## config.mk

```make
export PLATFORM = sky130hd
export DESIGN_NAME = imuldiv_int_mul_div_param
export DESIGN_NICKNAME = d
export VERILOG_FILES = /design/src/rtl/imuldiv_int_mul_div_param.sv
export SDC_FILE = /design/constraint.sdc
export NUM_CORES = 2
export LEC_CHECK = 0
export BUFFER_PORTS_ARGS = -buffer_cell sky130_fd_sc_hd__buf_2
export CELL_PAD_IN_SITES_DETAIL_PLACEMENT = 0
export CELL_PAD_IN_SITES_GLOBAL_PLACEMENT = 1
export CORE_MARGIN = 2
export CORE_UTILIZATION = 40
export CTS_BUF_LIST = sky130_fd_sc_hd__clkbuf_4 sky130_fd_sc_hd__clkbuf_8
export CTS_CLUSTER_DIAMETER = 80
export DETAILED_ROUTE_END_ITERATION = 10
export PLACE_DENSITY = 0.77
export SETUP_SLACK_MARGIN = 0.5
export SYNTH_ARGS = -nofsm -noshare
export SYNTH_HDL_FRONTEND = slang
export SYNTH_SLANG_ARGS = --single-unit
```

## constraint.sdc

```tcl
create_clock -name clk -period 10.6 [get_ports clk]
set_input_delay 1.06 -clock clk [delete_from_list [all_inputs] [get_ports clk]]
set_output_delay 1.06 -clock clk [all_outputs]
set_load 0.02 [all_outputs]
```

## src/rtl/imuldiv_int_mul_div_param.sv

```systemverilog
// ---------------------------------------------------------------------------
// imuldiv_int_mul_div_param
//
// Iterative integer multiply / divide / multiply-accumulate unit.
// One radix-2 step per cycle: shift-add for products, restoring
// shift-subtract for quotients. Both operate on operand magnitudes, and the
// signs are applied when the result is written.
//
// Ports
//   clk                    single clock, rising edge
//   reset                  asynchronous, active-high
//   muldivreq_msg_fn[2:0]  0 MUL, 1 MULU, 2 DIV, 3 DIVU, 4 MAC, 5-7 MUL
//   muldivreq_msg_a/b/c    W-bit operands (c only used by MAC)
//   muldivreq_val/rdy      request handshake (rdy only in IDLE)
//   muldivresp_msg_result  2W-bit result; for divides {remainder, quotient}
//   muldivresp_val/rdy     response handshake (val only in DONE)
//
// Build option
//   IMULDIV_EARLY_TERM_EN  when defined, MUL/MULU/MAC leave CALC once the
//                          remaining multiplier bits are all zero. Divides
//                          always take W cycles.
//
// state | meaning
// ------+-------------------------------------------------------------
// IDLE  | ready for a request; operands captured on val && rdy
// CALC  | one shift-add / shift-subtract step per cycle
// DONE  | result valid, held until muldivresp_rdy
// ---------------------------------------------------------------------------
module imuldiv_int_mul_div_param #(
    parameter int W = 32
) (
    input  logic           clk,
    input  logic           reset,
    input  logic [2:0]     muldivreq_msg_fn,
    input  logic [W-1:0]   muldivreq_msg_a,
    input  logic [W-1:0]   muldivreq_msg_b,
    input  logic [W-1:0]   muldivreq_msg_c,
    input  logic           muldivreq_val,
    output logic           muldivreq_rdy,
    output logic [2*W-1:0] muldivresp_msg_result,
    output logic           muldivresp_val,
    input  logic           muldivresp_rdy
);

    localparam int CW = $clog2(W + 1);

    localparam logic [1:0] IDLE = 2'd0;
    localparam logic [1:0] CALC = 2'd1;
    localparam logic [1:0] DONE = 2'd2;

    localparam logic [2:0] FN_MULU = 3'd1;
    localparam logic [2:0] FN_DIV  = 3'd2;
    localparam logic [2:0] FN_DIVU = 3'd3;
    localparam logic [2:0] FN_MAC  = 3'd4;

    logic [1:0]     state;
    logic [CW-1:0]  cnt;
    logic           op_div;
    logic           op_mac;
    logic           sign_a;
    logic           sign_b;
    logic [W-1:0]   c_reg;

    // multiply datapath
    logic [2*W-1:0] acc;
    logic [2*W-1:0] mcand;
    logic [W-1:0]   mplier;

    // divide datapath: quo starts as the dividend and fills with quotient bits
    logic [W-1:0]   rem;
    logic [W-1:0]   quo;
    logic [W-1:0]   dvsr;

    logic [2*W-1:0] result;

    // request decode
    logic           accept;
    logic           req_div;
    logic           req_signed;
    logic           req_sign_a;
    logic           req_sign_b;
    logic [W-1:0]   a_mag;
    logic [W-1:0]   b_mag;

    // step / finish logic
    logic [2*W-1:0] mul_add;
    logic [W-1:0]   mplier_nxt;
    logic [W:0]     rem_sh;
    logic [W:0]     rem_diff;
    logic           rem_ok;
    logic [W-1:0]   rem_nxt;
    logic [W-1:0]   quo_nxt;
    logic           last_step;
    logic [2*W-1:0] prod_fin;
    logic [W-1:0]   q_fin;
    logic [W-1:0]   r_fin;
    logic [2*W-1:0] res_fin;

    assign muldivreq_rdy         = (state == IDLE);
    assign muldivresp_val        = (state == DONE);
    assign muldivresp_msg_result = result;

    assign accept     = muldivreq_val && muldivreq_rdy;
    assign req_div    = (muldivreq_msg_fn == FN_DIV) || (muldivreq_msg_fn == FN_DIVU);
    assign req_signed = !((muldivreq_msg_fn == FN_MULU) || (muldivreq_msg_fn == FN_DIVU));
    assign req_sign_a = req_signed && muldivreq_msg_a[W-1];
    assign req_sign_b = req_signed && muldivreq_msg_b[W-1];
    // -(-2^(W-1)) wraps to 2^(W-1), which is the correct unsigned magnitude
    assign a_mag      = req_sign_a ? -muldivreq_msg_a : muldivreq_msg_a;
    assign b_mag      = req_sign_b ? -muldivreq_msg_b : muldivreq_msg_b;

    always_comb begin
        mul_add    = mplier[0] ? (acc + mcand) : acc;
        mplier_nxt = mplier >> 1;

        rem_sh     = {rem, quo[W-1]};
        rem_diff   = rem_sh - {1'b0, dvsr};
        rem_ok     = !rem_diff[W];
        rem_nxt    = rem_ok ? rem_diff[W-1:0] : rem_sh[W-1:0];
        quo_nxt    = {quo[W-2:0], rem_ok};

        prod_fin   = (sign_a ^ sign_b) ? -mul_add : mul_add;
        if (op_mac) begin
            prod_fin = prod_fin + {{W{c_reg[W-1]}}, c_reg};
        end

        // A zero divisor naturally yields remainder = |a|, and re-applying
        // the dividend sign turns that back into a; only the quotient needs
        // forcing, since the sign fix would otherwise disturb the all-ones.
        q_fin      = (sign_a ^ sign_b) ? -quo_nxt : quo_nxt;
        r_fin      = sign_a ? -rem_nxt : rem_nxt;
        if (dvsr == '0) begin
            q_fin = '1;
        end

        res_fin    = op_div ? {r_fin, q_fin} : prod_fin;
    end

`ifdef IMULDIV_EARLY_TERM_EN
    // Once the unconsumed multiplier bits are zero no further adds can occur.
    assign last_step = (cnt == CW'(1)) || (!op_div && (mplier_nxt == '0));
`else
    assign last_step = (cnt == CW'(1));
`endif

    always_ff @(posedge clk or posedge reset) begin
        if (reset) begin
            state  <= IDLE;
            cnt    <= '0;
            op_div <= 1'b0;
            op_mac <= 1'b0;
            sign_a <= 1'b0;
            sign_b <= 1'b0;
            c_reg  <= '0;
            acc    <= '0;
            mcand  <= '0;
            mplier <= '0;
            rem    <= '0;
            quo    <= '0;
            dvsr   <= '0;
            result <= '0;
        end else begin
            case (state)
                IDLE: begin
                    if (accept) begin
                        op_div <= req_div;
                        op_mac <= (muldivreq_msg_fn == FN_MAC);
                        sign_a <= req_sign_a;
                        sign_b <= req_sign_b;
                        c_reg  <= muldivreq_msg_c;
                        acc    <= '0;
                        mcand  <= {{W{1'b0}}, a_mag};
                        mplier <= b_mag;
                        rem    <= '0;
                        quo    <= a_mag;
                        dvsr   <= b_mag;
                        cnt    <= CW'(W);
                        state  <= CALC;
                    end
                end
                CALC: begin
                    if (op_div) begin
                        rem <= rem_nxt;
                        quo <= quo_nxt;
                    end else begin
                        acc    <= mul_add;
                        mcand  <= mcand << 1;
                        mplier <= mplier_nxt;
                    end
                    if (last_step) begin
                        result <= res_fin;
                        cnt    <= '0;
                        state  <= DONE;
                    end else begin
                        cnt <= cnt - CW'(1);
                    end
                end
                DONE: begin
                    // rdy stays low on this edge, so no request can be taken
                    // in the same cycle as the handshake.
                    if (muldivresp_rdy) begin
                        state <= IDLE;
                    end
                end
                default: begin
                    state <= IDLE;
                end
            endcase
        end
    end

endmodule

```

==> qor.yml <==
avgRoutedWirePerCell_um: 21.95
grt_usage_pct: 27.72
std_cell_rows: 101
cts_root_buffer: "clkbuf_8"
grt_max_degree: 141
fin_nets: 4280
design.core.area_um2: 76200
synth_flop_cell: "dfrtp_1"
path_max_fanout: 8
drtIter0Drc: 2793
fin_crit_ns: 7.748
ys_ff_latch: 364
cp.required_ns: 11.14
timing.rr.start: "acc[1]"
cts_resized: 0
r2r_slack_ns: 2.85
hold_class: "in -> async"
synth_cells: 3924
met1_usage_pct: 37.96
worstMarginPinSlew_ns: 1.149
reg2reg_depth: 26
async_flop_share_pct: 100.0
antenna_found_initial: 2
synth-seq-area-share_pct: 29.52
synthToLayoutAreaGrowth_pct: 10.60
synth_edf_count: 0
grt_use_met3_pct: 3.721
post-dp-hpwl_um: 85810
drv_slew: 0
numClockSinks: 364
worstSetupPathType: "reg -> reg"
hold_slack_ns: 0.4022
clk_pin_slew_ns: 0.07
start_util_pct: 40.50
dieArea_um2: 79380
drive_gt1_share_pct: 10.74
finClkSkew_ns: 0.04773
grt_overflow: 0
numCtsBuffers: 69
clock_path_buffers: 3
finalSetupTns_ns: 0
fmax_ghz: 0.1291
dp.cells: 4959
clk_latency_ns: 0.69
rsz0062_at_grt: "no"
holdBufCountCts: 0
grt_pass1_wl_um: 170200
htreeDepth: 3
status: "completed"
io-pin-count: 169
hold_viol: 0
slew_headroom_pct: 23.20
cp.arrival_ns: 8.29
layout.cells.non_filler: 5080
die_y_um: 281.8
min_period_over_period_pct: 73.09
grt.met2_usage_pct: 43.87
tritoncts: "built"
grt_pass1_vias: 28450
chipWidth_um: 281.8
drv_cap: 0
antenna_left: 0
final_cell_mix: "nand2_1 (551), o21ai_0 (387), dfrtp_1 (362)"
setup_viol: 0
syn_nets: 4204
synth_warnings: 0
worst_setup_path_start_kind: "flop"
routed_wl_um: 111500
drc: 0
top_usage_layer: "met2"
vias: 30190
synth_area_per_cell_um2: 7.864
cp-end-kind: "flop"
layout_commonest_cell: "nand2_1"
numPortBuffers: 168
first_pass_iters: 6
gp_congestion: 0.9538
avgViaCountPerCell: 5.942
r2r-end: "muldivresp_msg_result[57]"
synth.distinct_cells: 105
syn_area_um2: 30860
cts_setup_buffers: 0
## per-stage QoR
step                      setup slack [ns]  area [um^2]  util (%)
after floorplan                      4.200        30860         -
after global placement               2.892        32630     42.82
after detailed placement             2.926        32630     42.82
after CTS                            2.888        34130     44.79
after global routing                 2.216        34130     44.79
final                                2.852        34130     44.79
## metal layers
| layer | wire, um | vias to the layer above |
|---|---|---|
| li1 | - | 14620 |
| met1 | 49250 | 14330 |
| met2 | 50770 | 1042 |
| met3 | 6547 | 198 |
| met4 | 4956 | 0 |
| met5 | 0 | - |
## worst max-delay path by stage
stage | from | end | cells after the start
floorplan | acc[0] | muldivresp_msg_result[57] | 27
global placement | acc[1] | muldivresp_msg_result[57] | 26
detailed placement | acc[1] | muldivresp_msg_result[57] | 26
CTS | acc[1] | muldivresp_msg_result[57] | 26
global route | mcand[0] | muldivresp_msg_result[63] | 26
finish | acc[1] | muldivresp_msg_result[57] | 26
## synthesized netlist by cell type (38+ instances only)
| library cell | count | area (um^2) |
|---|---|---|
| clkbuf_1 | 168 | 630.6 |
| xor2_1 | 122 | 1069 |
| nand2_1 | 554 | 2079 |
| inv_1 | 110 | 412.9 |
| or3_1 | 44 | 275.3 |
| xnor2_1 | 150 | 1314 |
| a211oi_1 | 39 | 292.8 |
| ha_1 | 174 | 2177 |
| mux2i_1 | 55 | 550.5 |
| nor4_1 | 49 | 306.5 |
| a21o_1 | 88 | 660.6 |
| a22o_1 | 47 | 411.6 |
| nand4_1 | 62 | 387.9 |
| dfrtp_1 | 364 | 9109 |
| o31ai_1 | 38 | 285.3 |
| o21ai_0 | 388 | 1942 |
| nand3_1 | 56 | 280.3 |
| a21oi_1 | 353 | 1767 |
| nor2_1 | 281 | 1055 |
| a31oi_1 | 49 | 306.5 |
| nor3_1 | 101 | 505.5 |
| a221o_1 | 63 | 630.6 |
## worst max-delay path, stage by stage, from the launching register on
cell and delay [ns]:
dfrtp_1 0.42, ha_1 0.33, a211oi_1 0.34, o21ai_1 0.24, a21oi_1 0.44, a211oi_1 0.25
or2_1 0.41, o211a_1 0.29, nor3_1 0.47, nor3b_1 0.44, and4_1 0.42, nand2_1 0.12
nand2_1 0.10, xor2_1 0.20, ha_1 0.34, a21o_1 0.23, a21o_1 0.18, a21o_1 0.18
a21o_1 0.17, a21o_1 0.21, a211o_1 0.26, a21oi_1 0.33, o21ai_0 0.18, xor2_1 0.16
a221o_1 0.34, a2111oi_0 0.39, o21ai_1 0.13
## layout make-up
class	instances	area [um^2]
Antenna cell	1	2.502
Sequential cell	364	9114
Clock inverter	11	151.4
Multi-Input combinational cell	3241	20610
Inverter	111	420.4
Fill cell	7806	42070
Timing Repair Buffer	213	1204
Tap cell	1030	1289
Clock buffer	109	1344
## kinds of logic (layout without fill, tap and decap cells)
| kind of cell | count (synthesis) | in the layout | synth area share, % |
|---|---|---|---|
| compound gates | 1384 | 1384 | 28.92 |
| xor+xnor | 272 | 272 | 7.720 |
| fa+ha+maj | 177 | 177 | 7.250 |
| buf+inv | 319 | 444 | 3.978 |
| flops | 364 | 364 | 29.52 |
| mux | 68 | 68 | 2.258 |
| other cells | 0 | 1 | 0 |
| simple gates | 1340 | 1340 | 20.36 |
Power is left out: the tool's default activity adds up to more than one toggle a clock period on the data nets, which glitch-free logic cannot reach.
